[src/rtl/mask_stream_pkg.sv]
// Shared types and constants for the mask stream path (transmitter and row gating).
package mask_stream_pkg;

   localparam int ROWADD_W              = 9;
   localparam int MSTREAM_W             = 16;
   localparam int DEF_NUM_ROW           = 320;
   localparam int DEF_WORDS_PER_ROW     = 20;
   localparam int DEF_ROW_GAP           = 4;

   typedef enum logic [1:0] {
      IDLE   = 2'd0,
      STREAM = 2'd1,
      LOAD   = 2'd2,
      GAP    = 2'd3
   } state_t;

   // Counter width able to hold 0..n-1, never narrower than one bit.
   function automatic int cnt_w(input int n);
      return (n <= 1) ? 1 : $clog2(n);
   endfunction

endpackage

[src/rtl/mask_stream_tx_if.sv]
// Mask stream bundle: upstream word handshake plus the row-side outputs.
// master = the transmitter block, slave = the surrounding source/sink.
interface mask_stream_tx_if;
   import mask_stream_pkg::*;

   logic [MSTREAM_W-1:0] in_data;
   logic                 in_valid;
   logic                 in_ready;
   logic [ROWADD_W-1:0]  rowadd;
   logic [MSTREAM_W-1:0] mstream;
   logic                 mstream_valid;
   logic                 row_load;

   modport master (
      input  in_data, in_valid,
      output in_ready, rowadd, mstream, mstream_valid, row_load
   );

   modport slave (
      output in_data, in_valid,
      input  in_ready, rowadd, mstream, mstream_valid, row_load
   );

endinterface

[src/rtl/mask_row_counter.sv]
// Up-counter 0..MAX with synchronous clear, enable and terminal-count flag.
module mask_row_counter
   import mask_stream_pkg::*;
#(
   parameter int W   = ROWADD_W,
   parameter int MAX = 1
) (
   input  logic         clk,
   input  logic         rst,
   input  logic         clr,
   input  logic         en,
   output logic [W-1:0] count,
   output logic         tc
);

   assign tc = (count == W'(MAX));

   // Clear wins over enable; wraps to zero after MAX.
   always_ff @(posedge clk or posedge rst) begin
      if (rst)
         count <= '0;
      else if (clr)
         count <= '0;
      else if (en)
         count <= tc ? '0 : count + 1'b1;
   end

endmodule

[src/rtl/mask_stream_tx.sv]
// Row-sequenced mask word transmitter: groups upstream words into rows,
// drives rowadd / mstream / row_load for the row gating and shift chain.
module mask_stream_tx
   import mask_stream_pkg::*;
#(
   parameter int NUM_ROW       = DEF_NUM_ROW,
   parameter int WORDS_PER_ROW = DEF_WORDS_PER_ROW,
   parameter int ROW_GAP       = DEF_ROW_GAP
) (
   input  logic             clk,
   input  logic             rst,
   input  logic             start,
   input  logic             abort,
   mask_stream_tx_if.master ms,
   output logic             busy,
   output logic             done,
   output logic             underrun
);

   localparam int WCNT_W   = cnt_w(WORDS_PER_ROW);
   localparam int GAP_W    = cnt_w(ROW_GAP + 1);
   localparam int GAP_INIT = (ROW_GAP > 0) ? ROW_GAP - 1 : 0;

   state_t              state, state_nxt;
   logic [WCNT_W-1:0]   word_cnt;
   logic                word_tc;
   logic [ROWADD_W-1:0] row_cnt;
   logic                row_tc;
   logic [GAP_W-1:0]    gap_cnt;
   logic                accept;
   logic                start_acc;
   logic                word_clr;
   logic                row_clr;
   logic                row_en;

   // A word presented in the abort cycle is dropped: the stream is being flushed.
   assign accept    = ms.in_valid && ms.in_ready && !abort;
   assign start_acc = start && !abort && (state == IDLE);

   // State register.
   always_ff @(posedge clk or posedge rst) begin
      if (rst)
         state <= IDLE;
      else
         state <= state_nxt;
   end

   // Next-state decode; abort overrides every transition.
   always_comb begin
      state_nxt = state;
      if (abort) begin
         state_nxt = IDLE;
      end else begin
         case (state)
            IDLE:    if (start)                 state_nxt = STREAM;
            STREAM:  if (accept && word_tc)     state_nxt = LOAD;
            LOAD: begin
               if (row_tc)                      state_nxt = IDLE;
               else if (ROW_GAP > 0)            state_nxt = GAP;
               else                             state_nxt = STREAM;
            end
            GAP:     if (gap_cnt == '0)         state_nxt = STREAM;
            default:                            state_nxt = IDLE;
         endcase
      end
   end

   // Outputs decoded from state; row_load/done are withheld on abort.
   always_comb begin
      ms.in_ready = (state == STREAM);
      ms.row_load = (state == LOAD) && !abort;
      done        = (state == LOAD) && !abort && row_tc;
      busy        = (state != IDLE);
   end

   // Word index is only ever zero outside STREAM, so a new row always starts at word 0.
   assign word_clr = abort || (state != STREAM);

   mask_row_counter #(
      .W   (WCNT_W),
      .MAX (WORDS_PER_ROW - 1)
   ) u_word_cnt (
      .clk   (clk),
      .rst   (rst),
      .clr   (word_clr),
      .en    (accept),
      .count (word_cnt),
      .tc    (word_tc)
   );

   // Only the terminal flag of the word counter drives control.
   logic unused_word_bits;
   assign unused_word_bits = ^word_cnt;

   // Row address advances on entry to the next row's STREAM, returns to 0 at frame end.
   assign row_clr = abort || (state == IDLE) || ((state == LOAD) && row_tc);
   assign row_en  = ((state == LOAD) || (state == GAP)) && (state_nxt == STREAM);

   mask_row_counter #(
      .W   (ROWADD_W),
      .MAX (NUM_ROW - 1)
   ) u_row_cnt (
      .clk   (clk),
      .rst   (rst),
      .clr   (row_clr),
      .en    (row_en),
      .count (row_cnt),
      .tc    (row_tc)
   );

   assign ms.rowadd = row_cnt;

   // Inter-row gap countdown, loaded in LOAD so GAP lasts exactly ROW_GAP cycles.
   always_ff @(posedge clk or posedge rst) begin
      if (rst)
         gap_cnt <= '0;
      else if (abort)
         gap_cnt <= '0;
      else if (state == LOAD)
         gap_cnt <= GAP_W'(GAP_INIT);
      else if ((state == GAP) && (gap_cnt != '0))
         gap_cnt <= gap_cnt - 1'b1;
   end

   // Capture accepted word; valid follows the accept by one cycle.
   always_ff @(posedge clk or posedge rst) begin
      if (rst) begin
         ms.mstream       <= '0;
         ms.mstream_valid <= 1'b0;
      end else begin
         ms.mstream_valid <= accept;
         if (accept)
            ms.mstream <= ms.in_data;
      end
   end

   // Sticky starvation flag, cleared only by a fresh frame start.
   always_ff @(posedge clk or posedge rst) begin
      if (rst)
         underrun <= 1'b0;
      else if (start_acc)
         underrun <= 1'b0;
      else if (ms.in_ready && !ms.in_valid)
         underrun <= 1'b1;
   end

endmodule

[src/flat_wrapper.sv]
// flat-port wrapper written by rule: the top's interface ports become plain ports
module mask_stream_tx_flat import mask_stream_pkg::*;
#(
   parameter int NUM_ROW       = DEF_NUM_ROW,
   parameter int WORDS_PER_ROW = DEF_WORDS_PER_ROW,
   parameter int ROW_GAP       = DEF_ROW_GAP
)
  (clk, rst, start, abort, busy, done, underrun, ms_in_data, ms_in_valid, ms_in_ready, ms_rowadd, ms_mstream, ms_mstream_valid, ms_row_load);
  mask_stream_tx_if ms_i ();
  input  logic clk;
  input  logic rst;
  input  logic start;
  input  logic abort;
  output logic busy;
  output logic done;
  output logic underrun;
  input wire logic [$bits(ms_i.in_data)-1:0] ms_in_data;
  input wire logic [$bits(ms_i.in_valid)-1:0] ms_in_valid;
  output wire logic [$bits(ms_i.in_ready)-1:0] ms_in_ready;
  output wire logic [$bits(ms_i.rowadd)-1:0] ms_rowadd;
  output wire logic [$bits(ms_i.mstream)-1:0] ms_mstream;
  output wire logic [$bits(ms_i.mstream_valid)-1:0] ms_mstream_valid;
  output wire logic [$bits(ms_i.row_load)-1:0] ms_row_load;
  assign ms_i.in_data = ms_in_data;
  assign ms_i.in_valid = ms_in_valid;
  assign ms_in_ready = ms_i.in_ready;
  assign ms_rowadd = ms_i.rowadd;
  assign ms_mstream = ms_i.mstream;
  assign ms_mstream_valid = ms_i.mstream_valid;
  assign ms_row_load = ms_i.row_load;
  mask_stream_tx #(.NUM_ROW(NUM_ROW), .WORDS_PER_ROW(WORDS_PER_ROW), .ROW_GAP(ROW_GAP)) u_core (.clk(clk), .rst(rst), .start(start), .abort(abort), .ms(ms_i), .busy(busy), .done(done), .underrun(underrun));
endmodule
[config.mk]
export PLATFORM = sky130hd
export DESIGN_NAME = mask_stream_tx_flat
export DESIGN_NICKNAME = d
export VERILOG_FILES = /design/src/rtl/mask_stream_pkg.sv /design/src/rtl/mask_stream_tx_if.sv /design/src/rtl/mask_row_counter.sv /design/src/rtl/mask_stream_tx.sv /design/src/flat_wrapper.sv
export SDC_FILE = /design/constraint.sdc
export NUM_CORES = 1
export LEC_CHECK = 0
export CAP_MARGIN = 20
export CORE_UTILIZATION = 43
export CTS_CLUSTER_SIZE = 12
export DETAILED_ROUTE_END_ITERATION = 10
export PLACE_DENSITY = 0.81
export SLEW_MARGIN = 40
export SYNTH_ARGS = -nofsm -noshare
export SYNTH_HDL_FRONTEND = slang
export SYNTH_SLANG_ARGS = --single-unit
[constraint.sdc]
create_clock -name clk -period 1.76 [get_ports clk]
set_input_delay 0.352 -clock clk [delete_from_list [all_inputs] [get_ports clk]]
set_output_delay 0.352 -clock clk [all_outputs]
set_load 0.01 [all_outputs]
==> impl_metrics.toml <==
[routing]
viasPerCell = 5.34
dr_wl_met3_um = 262
ant_nets = 0
finalWirelength_um = 5260
vias = 1692
dr.max_layer_used = "met4"
wl_met2_um = 2730
met1Wirelength_um = 2170
route.detailed.drc = 0
routedWlPerCell_um = 16.6
drt_iter0_markers = 140
drt-pass1-iter-count = 4

[worst_setup_path]
reg2reg_from = "u_core.state[1]"
cp-startpoint = "u_core.u_row_cnt.count[1]"
cp_top_family = "simple AND/OR/NAND/NOR gates"
worst_path_largest_cell_delay_ns = 0.46
path_cells = "ha_2 > nand4b_1 > or4_4 > nor2_2 > buf_2"
worst_ep_required_time_ns = 1.41
end_kind = "primary output"
crit_slowest_cell = "or4_4"
critPathLaunchType = "register"
crit_type = "reg2out"
critPathMaxFanout = 2
cp.buffers_inverters = 1
arrival_ns = 1.67

[timing]
fin_crit_sh = 1.15
rsz0062_at_grt = "yes"
setup_viol = 19
slew_headroom = 0.676
hold_ws_ns = 0.471
finalHoldViolations = 0
setup_slack_ns = -0.262
worst_pin_slew_ns = 0.486
fmax_mhz = 495
maxSlewViolCount = 0
min_period_ns = 2.02
tns_ns = -0.718
clock_skew_ns = 0.00687

[power]
cellPowerDensity_nw_per_um2 = 771
total_power_mw = 2.30
peakVddDrop_mv = 0.759
leakagePower_nw = 1.33

[floorplanning]
start_util = 0.456
core_area_um2 = 4090
pin_count = 52
fp.dieH_um = 67.8
fp-row-count = 23
die_area_um2 = 4600
dieWidth_um = 67.8

[place]
placed_area_um2 = 2650
place.gp.congestion = 0.867
io_buffers = 51
dp_hpwl_um = 3190

[grt]
antenna_found_initial = 0
grt_pass1_wl_um = 7710
grt_max_degree = 38
overflow = 0
grt_pass1_vias = 1599
grt_usage = 0.234

[cells_and_area]
antenna-diode-count = 0
stdcell_area_um2 = 2990
syn2layout_area_growth_pct = 60.1
final_util = 0.731
drive_gt1_frac = 0.318
fin_nets = 291

[worst_hold_path]
hold_path_class = "in2async"

[clock_tree]
cts_sinks = 37
clk_pin_slew_worst_paths_ns = 0.08
clock-root-buffer = "clkbuf_8"
cts_tree = "yes"
max-clock-path-buffers = 2
worstSkewPairLatency_ns = 0.30
htreeDepth = 2
cts_made_buffers = 5

[synthesis]
syn_area_um2 = 1860
synth_seq_cells = 37
synthesis.nets = 195
synthArstFlopShare = 1.00
yosys_warnings = 0
synthFlopType = "dfrtp_1"
ys_seq_area_frac = 0.497
synthCells = 170
synth_edf_count = 0
avgSynthCellArea_um2 = 11.0
yosysUniqueCellTypes = 40

[outcome]
violations = "negative setup slack"
status = "complete, but fails checks"

[run]
max-cap-violations = 0
[layout by cell type (no fill, tap or decap), drive strengths merged, types with 2 or more instances in the layout]
| cell | n |
|---|---|
| mux2i | 4 |
| inv | 9 |
| nand2b | 5 |
| nand3 | 10 |
| a211oi | 2 |
| xnor2 | 2 |
| o22ai | 2 |
| xor2 | 2 |
| nor4 | 2 |
| a31oi | 2 |
| clkdlybuf4s50 | 47 |
| clkbuf | 6 |
| nand2 | 9 |
| buf | 46 |
| nand4 | 2 |
| nor2b | 6 |
| o21ai | 10 |
| mux2 | 17 |
| nor2 | 16 |
| ha | 4 |
| nor3 | 4 |
| a21oi | 6 |
| dfrtp | 37 |
[cell type report]
cell class,count,area [um2]
Clock buffer,6,82.6
Clock inverter,2,37.5
Fill cell,280,1100
Inverter,9,33.8
Multi-Input combinational cell,119,955
Sequential cell,37,926
Tap cell,50,62.6
Timing Repair Buffer,94,888
[final timing paths]
| check | slack, ns | depth (start not counted) | end |
|---|---|---|---|
| setup / recovery | -0.26 | 5 | done |
| setup reg to reg | -0.04 | 6 | u_core.ms.mstream[9] |
| hold / removal | 0.47 | 3 | u_core.ms.mstream[12] |
| max in group asynchronous | 0.94 | 3 | u_core.u_row_cnt.count[7] |
| hold reg to reg | 0.52 | 1 | u_core.ms.mstream[8] |
| min in group clk | 0.52 | 1 | u_core.ms.mstream[8] |
[routing by layer]
metal | vias up | track usage
li1 | 791 | -
met1 | 837 | 0.297
met2 | 55 | 0.385
met3 | 9 | 0.0467
met4 | 0 | 0.102
met5 | - | 0
[synth_stat cells (2+ instances only)]
library cell | instances | area share
a21oi_1 | 6 | 0.016
clkbuf_1 | 3 | 0.0060
mux2_4 | 7 | 0.056
dfrtp_1 | 37 | 0.50
mux2_2 | 10 | 0.060
inv_1 | 9 | 0.018
nor3_1 | 4 | 0.011
mux2i_1 | 4 | 0.021
nor2_1 | 15 | 0.030
a31oi_1 | 2 | 0.0067
a211oi_1 | 2 | 0.0081
o22ai_1 | 2 | 0.0067
nand2b_1 | 5 | 0.017
xnor2_1 | 2 | 0.0094
nand4_1 | 2 | 0.0067
nand3_1 | 10 | 0.027
o21ai_0 | 10 | 0.027
xor2_1 | 2 | 0.0094
ha_1 | 4 | 0.027
nor2b_1 | 6 | 0.020
nand2_1 | 9 | 0.018
[power breakdown]
part | total, mW | leakage [nW] | switching, mW | internal, mW
combinational | 0.529 | 0.794 | 0.181 | 0.348
clock | 0.779 | 0.0574 | 0.318 | 0.461
sequential | 0.994 | 0.479 | 0.0541 | 0.939
[per-stage QoR]
step | worst slack (ns) | cells
floorplan | 0.00848 | 170
global placement | -0.315 | 297
detailed placement | -0.330 | 297
CTS | -0.249 | 320
global route | -0.305 | 317
finish | -0.262 | 317
[tightest hold or removal path: cells and delay by family]
kind	cells	cell delay [ns]
buffers and inverters	3	0.86
[flip-flops by register name (all words and copies together) (netlist names)]
register                 flops
u_core.ms.mstream           16
u_core.u_row_cnt.count       9
u_core.ms.mstream_valid      1
u_core.state                 2
u_core.u_word_cnt.count      5
u_core.underrun              1
u_core.gap_cnt               3
[kinds of logic after synthesis]
logic type / count (synthesis) / share of synthesized area
adder cells (fa/ha/maj): 4 / 0.0268
buffers and inverters: 14 / 0.0409
multiplexers: 21 / 0.138
AND/OR/NAND/NOR: 64 / 0.194
flip-flops: 37 / 0.497
XOR/XNOR: 4 / 0.0188
AO/OA/AOI/OAI: 26 / 0.0846
[timing repair]
item / in CTS / in global routing
gates resized for setup: 32 / 11
hold buffers: 0 / 0
endpoints found under the setup margin: 20 / 24
pin swaps: 4 / 5
cloned: 2 / 0
buffers inserted: 13 / 1
hold endpoints to repair: 0 / 0
(Power assumes the default switching activity.)
